<file path="config.mk">
export PLATFORM = sky130hd
export DESIGN_NAME = rv32_scoreboard
export DESIGN_NICKNAME = d
export VERILOG_FILES = /design/src/rtl/rv32_scoreboard_pkg.sv /design/src/rtl/rv32_scoreboard_match.sv /design/src/rtl/rv32_scoreboard.sv
export SDC_FILE = /design/constraint.sdc
export NUM_CORES = 1
export LEC_CHECK = 0
export ABC_AREA = 1
export BUFFER_PORTS_ARGS = -buffer_cell sky130_fd_sc_hd__clkbuf_2
export CAP_MARGIN = 10
export CORE_ASPECT_RATIO = 0.8
export CORE_MARGIN = 10
export CORE_UTILIZATION = 40
export DETAILED_ROUTE_END_ITERATION = 8
export SYNTH_ARGS = -nofsm -noshare
export SYNTH_HDL_FRONTEND = slang
export SYNTH_HIERARCHICAL = 1
export SYNTH_SLANG_ARGS = --single-unit
</file>
<file path="constraint.sdc">
create_clock -name clk -period 3.43 [get_ports clk]
set_clock_uncertainty 0.1 [all_clocks]
set_input_delay 0.5145 -clock clk [delete_from_list [all_inputs] [get_ports clk]]
set_output_delay 0.5145 -clock clk [all_outputs]
set_load 0.03 [all_outputs]
</file>
<file path="src/rtl/rv32_scoreboard_pkg.sv">
// Shared types and helpers for the long-latency write scoreboard.
// The entry layout and register-index folding are used by the top and the match units.
package rv32_scoreboard_pkg;

  typedef struct packed {
    logic       valid;
    logic       committed;
    logic [4:0] rd;
  } sb_entry_t;

  // RV32E has 16 architectural registers, so only index bits [3:0] take part in compares
  function automatic logic [4:0] reg_index(input logic [4:0] r, input logic rv32e);
    return rv32e ? {1'b0, r[3:0]} : r;
  endfunction

endpackage

</file>
<file path="src/rtl/rv32_scoreboard_match.sv">
// Hit detector for one decode query port.
// It reports whether any valid scoreboard entry targets the queried non-zero register.
module rv32_scoreboard_match
  import rv32_scoreboard_pkg::*;
#(
  parameter int DEPTH = 4,
  parameter bit RV32E = 1'b0
) (
  input  logic               en_i,
  input  logic [4:0]         reg_i,
  input  logic [DEPTH-1:0]   valid_i,
  input  logic [DEPTH*5-1:0] rd_i,
  output logic               hit_o
);

  logic [4:0] reg_idx;

  always_comb begin
    reg_idx = reg_index(reg_i, RV32E);
    hit_o   = 1'b0;
    // x0 is never tracked, even though an x0 destination still occupies a slot
    if (en_i && (reg_idx != 5'd0)) begin
      for (int i = 0; i < DEPTH; i++) begin
        if (valid_i[i] && (reg_index(rd_i[i*5 +: 5], RV32E) == reg_idx)) begin
          hit_o = 1'b1;
        end
      end
    end
  end

endmodule

</file>
<file path="src/rtl/rv32_scoreboard.sv">
// Scoreboard for outstanding long-latency register writes: a circular FIFO with head/commit/tail
// pointers drives a decode stall on RAW/WAW hazards or when the FIFO is full.
module rv32_scoreboard
  import rv32_scoreboard_pkg::*;
#(
  parameter int DEPTH = 4,
  parameter int CNT_W = 16,
  parameter bit RV32E = 1'b0
) (
  input  logic                    clk,
  input  logic                    reset_n,
  input  logic [4:0]              decode_rs1_in,
  input  logic                    decode_rs1_read_in,
  input  logic [4:0]              decode_rs2_in,
  input  logic                    decode_rs2_read_in,
  input  logic [4:0]              decode_rd_in,
  input  logic                    decode_rd_write_in,
  input  logic                    issue_valid_in,
  input  logic [4:0]              issue_rd_in,
  input  logic                    commit_in,
  input  logic                    flush_in,
  input  logic                    complete_in,
  output logic                    stall_out,
  output logic                    full_out,
  output logic [$clog2(DEPTH):0]  count_out,
  output logic [CNT_W-1:0]        stall_cycles_out,
  output logic                    protocol_err_out
);

  localparam int AW = $clog2(DEPTH);
  localparam int PW = AW + 1;

  sb_entry_t        entries_q [DEPTH];
  sb_entry_t        entries_d [DEPTH];
  logic [PW-1:0]    head_q, head_d;
  logic [PW-1:0]    cmt_q, cmt_d;
  logic [PW-1:0]    tail_q, tail_d;
  logic [CNT_W-1:0] stall_cnt_q, stall_cnt_d;
  logic             perr_q, perr_d;

  logic [DEPTH-1:0]   valid_vec;
  logic [DEPTH*5-1:0] rd_vec;
  logic [PW-1:0]      count_w;
  logic               full_w;
  logic               stall_w;
  logic               hit_rs1, hit_rs2, hit_rd;
  logic               do_commit;
  logic [PW-1:0]      pending;
  logic [AW-1:0]      rel;

  always_comb begin
    valid_vec = '0;
    rd_vec    = '0;
    for (int i = 0; i < DEPTH; i++) begin
      valid_vec[i]      = entries_q[i].valid;
      rd_vec[i*5 +: 5]  = entries_q[i].rd;
    end
  end

  assign count_w = tail_q - head_q;
  assign full_w  = (count_w == PW'(DEPTH));

  rv32_scoreboard_match #(.DEPTH(DEPTH), .RV32E(RV32E)) u_match_rs1 (
    .en_i    (decode_rs1_read_in),
    .reg_i   (decode_rs1_in),
    .valid_i (valid_vec),
    .rd_i    (rd_vec),
    .hit_o   (hit_rs1)
  );

  rv32_scoreboard_match #(.DEPTH(DEPTH), .RV32E(RV32E)) u_match_rs2 (
    .en_i    (decode_rs2_read_in),
    .reg_i   (decode_rs2_in),
    .valid_i (valid_vec),
    .rd_i    (rd_vec),
    .hit_o   (hit_rs2)
  );

  rv32_scoreboard_match #(.DEPTH(DEPTH), .RV32E(RV32E)) u_match_rd (
    .en_i    (decode_rd_write_in),
    .reg_i   (decode_rd_in),
    .valid_i (valid_vec),
    .rd_i    (rd_vec),
    .hit_o   (hit_rd)
  );

  // Full uses the start-of-cycle count, so a same-cycle completion never frees a slot
  assign stall_w = hit_rs1 | hit_rs2 | hit_rd | (issue_valid_in & full_w);

  // Events apply in order commit, complete, flush, issue; each step sees the previous one's result
  always_comb begin
    entries_d = entries_q;
    head_d    = head_q;
    cmt_d     = cmt_q;
    tail_d    = tail_q;
    perr_d    = perr_q;
    pending   = '0;
    rel       = '0;

    do_commit = commit_in && (cmt_q != tail_q);
    if (commit_in && !do_commit) begin
      perr_d = 1'b1;
    end
    if (do_commit) begin
      entries_d[cmt_q[AW-1:0]].committed = 1'b1;
      cmt_d = cmt_q + PW'(1);
    end

    if (complete_in) begin
      if ((head_q == tail_q) || !entries_d[head_q[AW-1:0]].committed) begin
        perr_d = 1'b1;
      end else begin
        entries_d[head_q[AW-1:0]] = '0;
        head_d = head_q + PW'(1);
      end
    end

    if (flush_in) begin
      pending = tail_q - cmt_d;
      for (int i = 0; i < DEPTH; i++) begin
        rel = AW'(i) - cmt_d[AW-1:0];
        if ({1'b0, rel} < pending) begin
          entries_d[i] = '0;
        end
      end
      tail_d = cmt_d;
    end else if (issue_valid_in && !stall_w) begin
      entries_d[tail_q[AW-1:0]].valid     = 1'b1;
      entries_d[tail_q[AW-1:0]].committed = 1'b0;
      entries_d[tail_q[AW-1:0]].rd        = issue_rd_in;
      tail_d = tail_q + PW'(1);
    end
  end

  always_comb begin
    stall_cnt_d = stall_cnt_q;
    if (stall_w && (stall_cnt_q != {CNT_W{1'b1}})) begin
      stall_cnt_d = stall_cnt_q + CNT_W'(1);
    end
  end

  always_ff @(posedge clk or negedge reset_n) begin
    if (!reset_n) begin
      for (int i = 0; i < DEPTH; i++) begin
        entries_q[i] <= '0;
      end
      head_q      <= '0;
      cmt_q       <= '0;
      tail_q      <= '0;
      stall_cnt_q <= '0;
      perr_q      <= 1'b0;
    end else begin
      entries_q   <= entries_d;
      head_q      <= head_d;
      cmt_q       <= cmt_d;
      tail_q      <= tail_d;
      stall_cnt_q <= stall_cnt_d;
      perr_q      <= perr_d;
    end
  end

  assign stall_out        = stall_w;
  assign full_out         = full_w;
  assign count_out        = count_w;
  assign stall_cycles_out = stall_cnt_q;
  assign protocol_err_out = perr_q;

endmodule

</file>
==> impl_metrics.py, run 1 <==
metrics = {
    "placed_design": {
        "portBuffers": 50,
        "place_hpwl_um": 9718,
        "placed_cell_area_um2": 4792,
        "dp_cells": 874,
        "routabilityCongestion": 0.9100,
    },
    "synthesis": {
        "ys_seq_area_frac": 0.3101,
        "synth_cells": 680,
        "avgSynthCellArea_um2": 6.409,
        "synth_top_cells_by_area": "dfrtp_1 31%, nand2_1 23%, inv_1 9.1%",
        "synth.most_common_cell": "nand2_1",
        "async_flop_share": 1.000,
        "ys.flop_type": "dfrtp_1",
        "synthTopCellsByCount": "265 x nand2_1, 106 x inv_1, 72 x nor2_1",
        "synth_top_area_share": 0.3101,
        "yosysTopAreaCell": "dfrtp_1",
        "syn_nets": 730,
        "ys.warnings.count": 6,
        "syn_area_um2": 4358,
        "synth_edf_count": 0,
        "yosysUniqueCellTypes": 34,
        "ys_ff_latch": 54,
    },
    "timing": {
        "drv_slew": 0,
        "hold_violations": 0,
        "fmax_mhz": 323.4,
        "period_share": 0.9015,
        "finalSetupTns_ns": 0,
        "fin_crit_ns": 3.092,
        "worst_pin_slew_ns": 1.018,
        "rsz0062_at_grt": "no",
        "max-slew-margin-rel": 0.3214,
        "setup_violations": 0,
    },
    "critical_path": {
        "crit_path_start_kind": "flip-flop",
        "reg2reg_from": "tail_q[1]",
        "critPathCaptureType": "flip-flop",
        "arrival_ns": 3.15,
        "critPathKind": "reg2reg",
        "crit_start": "tail_q[1]",
        "worstPathMaxFanout": 7,
        "cp_data_required_time_ns": 3.49,
    },
    "routing": {
        "drcViolationCount": 0,
        "via_count": 4286,
        "wire_per_inst_um": 13.82,
        "routed_via_density": 4.859,
        "wl_um": 12190,
        "drt_pass1_iterations": 8,
        "drtIter0Drc": 322,
        "ant_nets": 0,
    },
    "pwr": {
        "seqPwrFrac": 0.279,
        "p_per_area_nw_per_um2": 835.4,
        "combPwrFrac": 0.598,
        "p_leak_uw": 0.002585,
        "ir_worst_vdd_mv": 0.3802,
        "switching_power_uw": 2192,
        "internal_power_uw": 1933,
        "swShare": 0.5314,
        "pwr-share-clk": 0.122,
    },
    "global_routing": {
        "overflow": 0,
        "track_usage": 0.1594,
        "antenna_found_initial": 0,
        "grt_pass1_wl_um": 20250,
        "first_global_vias": 4066,
        "grt_max_degree": 41,
    },
    "clock_tree": {
        "cts_hold_buffers": 0,
        "cts_tree": "built",
        "clock-root-buffer": "clkbuf_16",
        "clk_latency_ns": 0.29,
        "ctsResizeCount": 0,
        "clkSinkCount": 54,
        "numCtsBuffers": 5,
        "htree_num_levels": 2,
        "cts_setup_buffers": 0,
        "clock_path_buffers": 2,
        "cts.clk_slew.worst_paths_ns": 0.07,
    },
    "layout": {
        "diodes": 0,
        "drive_gt1_frac": 0.1247,
        "post-route-util": 0.4587,
        "final_cells": 882,
        "layout.nets": 787,
        "design_area_um2": 4937,
        "synthToLayoutAreaGrowth_pct": 13.29,
    },
    "run": {
        "timing.max_cap.violations": 0,
    },
    "floorplan": {
        "die_h_um": 113.4,
        "rows": 34,
        "core-area_um2": 10760,
        "die_w_um": 136.7,
        "dieArea_um2": 15500,
        "io_pins": 51,
        "initial_core_util": 0.4049,
    },
    "worst_hold_path": {
        "hold_class": "in2async",
    },
    "status": {
        "status": "complete, no violations",
    },
}
[worst paths after layout]
check	to	slack, ns	depth (start not counted)
worst max-delay path	entries_q[13]	0.34	14
worst min-delay path	cmt_q[2]	0.28	1
worst max register to register	entries_q[13]	0.34	14
worst min register to register	protocol_err_out	0.41	2
max in group asynchronous	stall_cycles_out[9]	2.22	2
min in group clk	protocol_err_out	0.41	2
[final cells by class]
type / instances / area [um2]
clock buffers: 6 / 128.9
clock inverters: 2 / 16.27
fillers: 1115 / 5826
inverters: 118 / 442.9
multi-input cells: 504 / 2537
flip-flops and latches: 54 / 1351
well taps: 144 / 180.2
repair buffers: 54 / 280.3
[placed cells by master (no fill, tap or decap), drive strengths merged, types with 5 or more instances in the layout]
cell / synthesis / routed
nand2: 271 / 271
inv: 118 / 119
nor2: 72 / 72
clkbuf: 1 / 56
dfrtp: 54 / 54
nand3: 50 / 50
ha: 19 / 19
a21oi: 19 / 19
o21ai: 19 / 19
xor2: 17 / 17
nand4: 17 / 17
xnor2: 7 / 7
nor3: 5 / 5
[through the flow]
stage	hold WS, ns	setup WS, ns	power, uW
global route	0.3506	0.03207	4562
finish	0.2798	0.3379	4125
CTS	0.3256	0.3240	4143
floorplan	0.1189	0.6113	2976
global placement	0.3834	0.4680	3571
detailed placement	0.3931	0.3316	3630
[worst max-delay path, cell delays in order (launching register included)]
cell and delay, ns:
dfrtp_1 0.43, inv_1 0.23, nand2_1 0.08, nand2_1 0.13, nand3_4 0.12, nand2_2 0.12, nand2_1 0.05, o21ai_1 0.21
inv_1 0.11, fa_1 0.62, ha_1 0.26, nand2_1 0.07, nand2_1 0.08, a21oi_4 0.21, o21ai_0 0.14
[power by group through the flow]
| stage | Clock (uW) | Sequential (uW) | Combinational, uW |
|---|---|---|---|
| floorplan | 0 | 1100 | 1880 |
| CTS | 516 | 1150 | 2470 |
| global route | 547 | 1190 | 2820 |
| detailed placement | 0 | 1170 | 2460 |
| finish | 503 | 1150 | 2470 |
| global placement | 0 | 1160 | 2410 |
[per-layer routing]
layer  GRT usage  vias to the layer above  wire, um
met3     0.03277                       11       732
met5           0                        -         0
met4     0.03260                        0       133
li1            -                     2197         -
met2      0.2501                      110      5392
met1      0.2210                     1968      5929
[sequential cells by signal, indices dropped and copies added, names as in the netlist]
register,flops
entries_q,28
protocol_err_out,1
head_q,3
cmt_q,3
stall_cycles_out,16
tail_q,3
[cell families after synthesis]
group | count (synthesis) | share of synthesized area
AO/OA/AOI/OAI | 41 | 0.05742
XOR/XNOR | 24 | 0.04996
adder cells (fa/ha/maj) | 21 | 0.06374
buffers and inverters | 122 | 0.1077
flip-flops | 54 | 0.3101
AND/OR/NAND/NOR | 418 | 0.4111
Note: power is estimated with default switching activity, not from simulation.
==> inputs of run 2 (changes only) <==
HOLD_SLACK_MARGIN = 0.12   (was default)
MAX_ROUTING_LAYER = met4   (was default)
clock period = 3.2 ns   (was 3.43 ns; I/O delays follow)
==> impl_metrics.py, run 2 (synthesis results as in run 1) <==
metrics = {
    "critical_path": {
        "path_depth": 14,
        "critPathKind": "reg2reg",
        "critPathCaptureType": "flip-flop",
        "cp_common_cell": "nand2_1",
        "worst_path_dominant_cell_family": "adder cells",
        "r2r_slack_ns": 0.29,
        "reg2reg_to": "entries_q[13]",
        "arrival_ns": 2.97,
        "reg2reg_from": "tail_q[1]",
        "crit_path_start_kind": "flip-flop",
        "slowest_delay_ns": 0.48,
        "critical_path.cell_chain": "inv_4 -> nand2_1 -> nand2_1 -> nand3_4 -> nand2_2 -> xor2_1 -> nand2_1 -> inv_1 -> fa_1 -> ha_1 -> nand2_1 -> nand2_1 -> a21oi_4 -> o21ai_0",
        "crit_path_top_delay_cell": "fa_1",
        "worstPathMaxFanout": 7,
        "crit_buf_inv": 2,
        "ff2ff_path_depth": 14,
        "cp_data_required_time_ns": 3.26,
    },
    "floorplan": {
        "rows": 34,
        "dieArea_um2": 15500,
        "initial_core_util": 0.4049,
        "die_h_um": 113.4,
        "core-area_um2": 10760,
        "die_w_um": 136.7,
        "io_pins": 51,
    },
    "clock_tree": {
        "numCtsBuffers": 5,
        "clock_path_buffers": 2,
        "cts_tree": "built",
        "clkSinkCount": 54,
        "cts.clk_slew.worst_paths_ns": 0.07,
        "clk_latency_ns": 0.29,
        "htree_num_levels": 2,
        "clock-root-buffer": "clkbuf_16",
    },
    "timing": {
        "setup_violations": 0,
        "fin_crit_ns": 2.909,
        "worst_pin_slew_ns": 0.5436,
        "max-slew-margin-rel": 0.6372,
        "hold_violations": 0,
        "rsz0062_at_grt": "no",
        "fmax_mhz": 343.8,
        "period_share": 0.9090,
        "finalSetupTns_ns": 0,
        "drv_slew": 0,
    },
    "worst_hold_path": {
        "hp-start": "flush_in",
        "hold_class": "in2reg",
        "hold_path_end": "tail_q[2]",
        "holdPathStages": 2,
    },
    "status": {
        "status": "complete, no violations",
    },
    "pwr": {
        "p_per_area_nw_per_um2": 906.4,
        "power_uw": 4502,
        "p_leak_uw": 0.002596,
        "ir_worst_vdd_mv": 0.4335,
    },
    "routing": {
        "drcViolationCount": 0,
        "drt_pass1_iterations": 5,
        "ant_nets": 0,
        "wl_um": 12430,
        "wire_per_inst_um": 14.06,
        "drtIter0Drc": 293,
        "routed_via_density": 4.895,
        "via_count": 4327,
    },
    "placed_design": {
        "place_hpwl_um": 9694,
        "placed_cell_area_um2": 4792,
        "dp_cells": 874,
        "routabilityCongestion": 0.8965,
        "portBuffers": 50,
    },
    "global_routing": {
        "antenna_found_initial": 0,
        "first_global_vias": 4112,
        "grt_max_degree": 37,
        "grt_pass1_wl_um": 20670,
        "track_usage": 0.1686,
        "overflow": 0,
    },
    "layout": {
        "drive_gt1_frac": 0.1338,
        "regMostFlops": "entries_q",
        "final_cell_mix": "264 x nand2_1, 102 x inv_1, 72 x nor2_1, 53 x dfrtp_1, 50 x clkbuf_2",
        "mostFrequentLayoutCell": "nand2_1",
        "diodes": 0,
        "layout.nets": 789,
        "final_cells": 884,
        "synthToLayoutAreaGrowth_pct": 13.98,
        "design_area_um2": 4967,
        "largest_reg_flops": 28,
    },
    "run": {
        "timing.max_cap.violations": 0,
    },
}
## run 2: how the worst max path moves through the flow
stage,start,to,slack [ns]
final,tail_q[1],entries_q[13],0.29
after CTS,tail_q[1],entries_q[13],0.16
after global routing,cmt_q[0],entries_q[2],0.01
after detailed placement,tail_q[1],entries_q[1],0.19
after global placement,tail_q[1],entries_q[20],0.30
after floorplan,tail_q[0],stall_cycles_out[5],0.38
## run 2: timing repair
action                     CTS  global route
buffers inserted             0             1
resized for setup            0             7
hold endpoints to repair    18             0
hold buffers                 1             0
setup endpoints to repair    0            28
## run 2: power breakdown
| group | total (uW) | leakage (uW) | internal [uW] | switching (uW) |
|---|---|---|---|---|
| clock | 559 | 0.0000745 | 315 | 244 |
| combinational | 2690 | 0.00182 | 918 | 1770 |
| sequential | 1250 | 0.000701 | 890 | 361 |
| total | 4500 | 0.00260 | 2120 | 2380 |
## run 2: routing by layer
metal	vias up	track usage	part of all wire
met3	9	0.02436	0.058
met2	127	0.2620	0.45
li1	2198	-	-
met4	0	0.02977	0.0069
met1	1993	0.2300	0.49
met5	-	-	0
## run 2: cell type report
cell class	instances	area, um2
tap	144	180.2
inverter	118	445.4
sequential	54	1353
timing repair buffer	56	297.8
multi-input combinational	504	2540
fill	1122	5796
clock inverter	1	8.758
clock buffer	7	142.6
## run 2: through the flow
step | worst slack (ns) | hold WS [ns] | util
after floorplan | 0.3813 | 0.08441 | -
after global placement | 0.2953 | 0.3602 | 0.4452
after detailed placement | 0.1884 | 0.3766 | 0.4452
after CTS | 0.1628 | 0.3829 | 0.4602
after global routing | 0.01020 | 0.3947 | 0.4615
final | 0.2911 | 0.3815 | 0.4615
